`src/rtl/sr_div_pkg.sv`:
```
// Shared definitions for the sequential divider: MDU funct3 encodings,
// divider FSM states and the special-case result constants.
package sr_div_pkg;

  localparam int unsigned DIV_XLEN = 32;

  localparam logic [2:0] MDU_MUL    = 3'b000;
  localparam logic [2:0] MDU_MULH   = 3'b001;
  localparam logic [2:0] MDU_MULHSU = 3'b010;
  localparam logic [2:0] MDU_MULHU  = 3'b011;
  localparam logic [2:0] MDU_DIV    = 3'b100;
  localparam logic [2:0] MDU_DIVU   = 3'b101;
  localparam logic [2:0] MDU_REM    = 3'b110;
  localparam logic [2:0] MDU_REMU   = 3'b111;

  typedef enum logic [1:0] {
    IDLE = 2'd0,
    CALC = 2'd1,
    DONE = 2'd2
  } div_state_e;

  localparam logic [DIV_XLEN-1:0] DIV_ALL_ONES = {DIV_XLEN{1'b1}};
  localparam logic [DIV_XLEN-1:0] DIV_INT_MIN  = {1'b1, {(DIV_XLEN-1){1'b0}}};

endpackage

```
`src/rtl/sr_div.sv`:
```
// Radix-2 restoring divider for DIV/DIVU/REM/REMU: one quotient bit per clock,
// with divide-by-zero and signed overflow resolved in the accept cycle.
module sr_div
  import sr_div_pkg::*;
#(
  parameter int WIDTH = 32
) (
  input  logic             clk,
  input  logic             rst,
  input  logic             start,
  input  logic [WIDTH-1:0] srcA,
  input  logic [WIDTH-1:0] srcB,
  input  logic [2:0]       oper,
  output logic             busy,
  output logic             valid,
  output logic [WIDTH-1:0] result
);

  localparam int CNT_W = $clog2(WIDTH) + 1;
  localparam logic [CNT_W-1:0] CNT_LAST = CNT_W'(WIDTH - 1);
  localparam logic [WIDTH-1:0] ALL_ONES = {WIDTH{1'b1}};
  localparam logic [WIDTH-1:0] INT_MIN  = {1'b1, {(WIDTH-1){1'b0}}};

  function automatic logic [WIDTH-1:0] cond_neg(input logic en, input logic [WIDTH-1:0] v);
    return en ? -v : v;
  endfunction

  div_state_e       state_q, state_d;
  logic [CNT_W-1:0] count_q, count_d;
  logic [WIDTH-1:0] rem_q, rem_d;
  logic [WIDTH-1:0] quo_q, quo_d;
  logic [WIDTH-1:0] dvs_q, dvs_d;
  logic             is_rem_q, is_rem_d;
  logic             neg_quo_q, neg_quo_d;
  logic             neg_rem_q, neg_rem_d;
  logic             busy_q, busy_d;
  logic             valid_q, valid_d;
  logic [WIDTH-1:0] result_q, result_d;

  logic signed [WIDTH-1:0] a_s, b_s;
  logic             signed_op, a_neg, b_neg, accept;
  logic [WIDTH-1:0] mag_a, mag_b;
  logic [WIDTH:0]   rem_sh, trial;
  logic             fits;
  logic [WIDTH-1:0] step_rem, step_quo;

  assign accept    = start && !busy_q && oper[2];
  assign signed_op = !oper[0];
  assign a_s       = srcA;
  assign b_s       = srcB;
  assign a_neg     = signed_op && (a_s < 0);
  assign b_neg     = signed_op && (b_s < 0);
  assign mag_a     = cond_neg(a_neg, srcA);
  assign mag_b     = cond_neg(b_neg, srcB);

  // Restoring step: shift the dividend MSB into the partial remainder and keep the difference only if it fits.
  assign rem_sh   = {rem_q, quo_q[WIDTH-1]};
  assign trial    = rem_sh - {1'b0, dvs_q};
  assign fits     = (rem_sh >= {1'b0, dvs_q});
  assign step_rem = fits ? trial[WIDTH-1:0] : rem_sh[WIDTH-1:0];
  assign step_quo = {quo_q[WIDTH-2:0], fits};

  always_comb begin
    state_d   = state_q;
    count_d   = count_q;
    rem_d     = rem_q;
    quo_d     = quo_q;
    dvs_d     = dvs_q;
    is_rem_d  = is_rem_q;
    neg_quo_d = neg_quo_q;
    neg_rem_d = neg_rem_q;
    result_d  = result_q;

    case (state_q)
      CALC: begin
        rem_d = step_rem;
        quo_d = step_quo;
        if (count_q == CNT_LAST) begin
          result_d = is_rem_q ? cond_neg(neg_rem_q, step_rem) : cond_neg(neg_quo_q, step_quo);
          state_d  = DONE;
        end else begin
          count_d = count_q + CNT_W'(1);
        end
      end
      DONE:    state_d = IDLE;
      default: state_d = IDLE;
    endcase

    if (accept) begin
      count_d   = '0;
      rem_d     = '0;
      quo_d     = mag_a;
      dvs_d     = mag_b;
      is_rem_d  = oper[1];
      neg_quo_d = a_neg ^ b_neg;
      neg_rem_d = a_neg;
      if (srcB == '0) begin
        result_d = oper[1] ? srcA : ALL_ONES;
        state_d  = DONE;
      end else if (signed_op && srcA == INT_MIN && srcB == ALL_ONES) begin
        result_d = oper[1] ? '0 : INT_MIN;
        state_d  = DONE;
      end else begin
        state_d = CALC;
      end
    end

    busy_d  = (state_d == CALC);
    valid_d = (state_d == DONE);
  end

  always_ff @(posedge clk or posedge rst) begin
    if (rst) begin
      state_q   <= IDLE;
      count_q   <= '0;
      rem_q     <= '0;
      quo_q     <= '0;
      dvs_q     <= '0;
      is_rem_q  <= 1'b0;
      neg_quo_q <= 1'b0;
      neg_rem_q <= 1'b0;
      busy_q    <= 1'b0;
      valid_q   <= 1'b0;
      result_q  <= '0;
    end else begin
      state_q   <= state_d;
      count_q   <= count_d;
      rem_q     <= rem_d;
      quo_q     <= quo_d;
      dvs_q     <= dvs_d;
      is_rem_q  <= is_rem_d;
      neg_quo_q <= neg_quo_d;
      neg_rem_q <= neg_rem_d;
      busy_q    <= busy_d;
      valid_q   <= valid_d;
      result_q  <= result_d;
    end
  end

  assign busy   = busy_q;
  assign valid  = valid_q;
  assign result = result_q;

endmodule

```
`config.mk`:
```
export PLATFORM = sky130hd
export DESIGN_NAME = sr_div
export DESIGN_NICKNAME = d
export VERILOG_FILES = /design/src/rtl/sr_div_pkg.sv /design/src/rtl/sr_div.sv
export SDC_FILE = /design/constraint.sdc
export NUM_CORES = 1
export LEC_CHECK = 0
export ABC_AREA = 1
export BUFFER_PORTS_ARGS = -buffer_cell sky130_fd_sc_hd__buf_2
export CAP_MARGIN = 15
export CORE_MARGIN = 2
export CORE_UTILIZATION = 62
export DETAILED_ROUTE_END_ITERATION = 16
export PLACE_DENSITY = 0.87
export RECOVER_POWER = 25
export SLEW_MARGIN = 15
export SYNTH_ARGS = -nofsm -noshare
export SYNTH_HDL_FRONTEND = slang
export SYNTH_SLANG_ARGS = --single-unit
```
`constraint.sdc`:
```
create_clock -name clk -period 5.22 [get_ports clk]
set_input_delay 1.044 -clock clk [delete_from_list [all_inputs] [get_ports clk]]
set_output_delay 1.044 -clock clk [all_outputs]
set_load 0.05 [all_outputs]
```
==> results.toml <==
[layout]
fillCellCount = 1800
antennaDiodeCount = 0
nNetsFinal = 2250
area_growth_pct = 10.1
drive_above_1_share = 0.128
final_cells = 2425

[worst_hold_path]
whs_endpoint = "dvs_q[14]"
hold_depth = 2
min_path_type = "reg -> reg"
hp-start = "dvs_q[14]"

[global_route]
grt_antenna_before_repair = 0
grt_pass1_vias = 13200
grt_max_degree = 103
grtUsageTotal = 0.403
gr-total-overflow = 0
grt_pass1_wl_mm = 69.7

[route]
firstDrtPassIters = 6
drc = 0
final_antenna_net_count = 0
avgViaCountPerCell = 5.91
first_iter_violations = 1591
wl_per_cell_um = 18.1
wl_mm = 43.9
vias = 14300

[critical_path]
crit_path_start_kind = "flip-flop"
crit_slowest_cell = "dfrtp_1"
cp-startpoint = "dvs_q[5]"
r2r_end = "result[28]"
crit_arrival_ns = 4.87
cpLargestDelayFamily = "simple AND/OR/NAND/NOR gates"
path_buf_inv = 4
worstRegToRegCells = 30
crit_top_cell = "nand2_1"
crit_path_end_kind = "flip-flop"
cp.required_ns = 5.60
path_max_fanout = 14
r2r-start = "dvs_q[5]"
cpPeakStageDelay_ns = 0.38
crit_type = "reg -> reg"
rrSetupSlack_ns = 0.73

[sta]
setup_violations = 0
fin_crit_ns = 4.49
setup-tns-final_ns = 0
worst_pin_slew_ns = 2.28
max_freq_mhz = 223
slew_headroom = -0.517
fin_skew_ns = 0.0185
final_hold_viol_count = 0
maxSlewViolCount = 103
finalCritPeriodShare = 0.861
rsz0062_at_grt = "false"

[clocking]
clk_latency_ns = 0.44
cts_resized = 0
clock_sinks = 141
cts_tree = "yes"
cts_max_path_buffers = 2
clockRootBuffer = "clkbuf_16"
h-tree-depth = 4
cts_buffers = 17
post_cts_buffers = 0
cts_hold_buf = 0
clk_pin_slew_worst_paths_ns = 0.07

[yosys]
yosysWarnings = 0
synth_edf_count = 0
synth.yosys.seq_area_share = 0.272
syn_nets = 2180
postSynthCellCount = 2072
ys_seq_elements = 141
ys.flop_type = "dfrtp_1"
yosysUniqueCellTypes = 53
syn_avg_cell_area_um2 = 6.25
synthArstFlopShare = 1.00
synthesis.area_um2 = 13000

[placement]
gp_congestion = 0.981
numPortBuffers = 103
place_inst = 2391
dp_hpwl_mm = 33.2

[floorplanning]
dieArea_um2 = 22100
fp.dieW_um = 149
num_io_pins = 104
start_util = 0.636
core-area_um2 = 20400
dieHeight_um = 149
rows = 52

[run_status]
failed_checks = "max-capacitance violations, max-slew violations"
status = "finished with violations"

[flow_run]
drv_cap = 1
==> kinds of logic (layout without fill, tap and decap cells) <==
family / Yosys count / count (layout) / share of synthesized area
flip-flops: 141 / 141 / 0.272
AND/OR/NAND/NOR: 1138 / 1138 / 0.392
AO/OA/AOI/OAI: 325 / 325 / 0.151
XOR/XNOR: 41 / 41 / 0.0277
buffers and inverters: 389 / 472 / 0.120
adder cells (fa/ha/maj): 38 / 38 / 0.0373
==> stage by stage <==
step	cell area (um^2)	setup WS, ns	util	hold WS [ns]
global placement	13600	1.00	0.668	0.463
finish	14300	0.726	0.701	0.483
detailed placement	13600	0.901	0.668	0.475
floorplan	13000	0.395	-	0.434
global route	14300	0.380	0.701	0.509
CTS	14200	0.832	0.698	0.490
==> flip-flops by register name, summed over array words and instances (netlist names), 2 cells and up <==
register and count:
dvs_q 32, quo_q 32, rem_q 32, result 32, count_q 6, state_q 2
==> worst max path at each step <==
stage,endpoint,slack (ns),cells past startpoint
final,result[28],0.73,30
after global routing,result[28],0.38,30
after CTS,result[28],0.83,30
after detailed placement,result[13],0.90,18
after global placement,result[15],1.00,18
after floorplan,busy,0.39,1
==> layout by cell type (no fill, tap or decap), drive strengths merged, types with 4 or more instances in the layout <==
cell type	instances
o211ai	19
clkinv	5
nor2	214
nand4	35
a31oi	7
buf	118
or2	5
xor2	37
nand2	639
inv	323
a21oi	69
nand3	185
xnor2	4
nor3	40
o21bai	4
ha	37
dfrtp	141
nand3b	9
o21ai	164
o21a	6
nor4	8
clkbuf	22
o221ai	31
o22ai	18
==> layout make-up <==
class / count / area (um^2) / share of cell area
Timing Repair Buffer: 121 / 684 / 0.0480
Clock inverter: 13 / 165 / 0.0116
Sequential cell: 141 / 3530 / 0.247
Clock buffer: 19 / 453 / 0.0317
Inverter: 319 / 1200 / 0.0844
Multi-Input combinational cell: 1542 / 7890 / 0.553
Tap cell: 270 / 338 / 0.0237
==> worst min-delay path: stages (launching register included) <==
cell     delay, ns
dfrtp_1       0.34
nand2_1       0.05
o21ai_0       0.06
==> synth_stat cells, types with 4 or more instances <==
| cell | count | area, um^2 |
|---|---|---|
| o22ai_1 | 18 | 113 |
| nor4_1 | 7 | 43.8 |
| o21ai_0 | 134 | 671 |
| nand3_2 | 6 | 60.1 |
| o221ai_1 | 31 | 272 |
| nor2_1 | 191 | 717 |
| nand2_4 | 11 | 124 |
| nand2_2 | 26 | 163 |
| nor3_1 | 31 | 155 |
| clkbuf_1 | 53 | 199 |
| buf_2 | 4 | 20.0 |
| a31oi_1 | 7 | 43.8 |
| nand3_1 | 178 | 891 |
| nor2_4 | 7 | 78.8 |
| o21a_1 | 6 | 45.0 |
| xnor2_1 | 4 | 35.0 |
| clkinv_1 | 4 | 15.0 |
| o211ai_1 | 19 | 143 |
| xor2_1 | 37 | 324 |
| nand4_1 | 34 | 213 |
| buf_1 | 5 | 18.8 |
| nor3_2 | 8 | 80.1 |
| buf_6 | 5 | 56.3 |
| nand2_1 | 602 | 2260 |
| ha_1 | 37 | 463 |
| nor2_2 | 15 | 93.8 |
| dfrtp_1 | 141 | 3530 |
| a21oi_1 | 67 | 335 |
| nand3b_1 | 9 | 67.6 |
| inv_1 | 294 | 1100 |
| o21ai_2 | 9 | 78.8 |
| inv_2 | 20 | 75.1 |
| o21ai_1 | 18 | 90.1 |
==> metal layers <==
layer	up-vias	routed length, um	track usage
li1	6847	-	-
met1	6545	18900	0.577
met2	821	19300	0.614
met3	116	4240	0.0798
met4	0	1340	0.130
met5	-	0	0
Power is left out: the tool's default activity adds up to more than one toggle a clock period on the data nets, which glitch-free logic cannot reach.
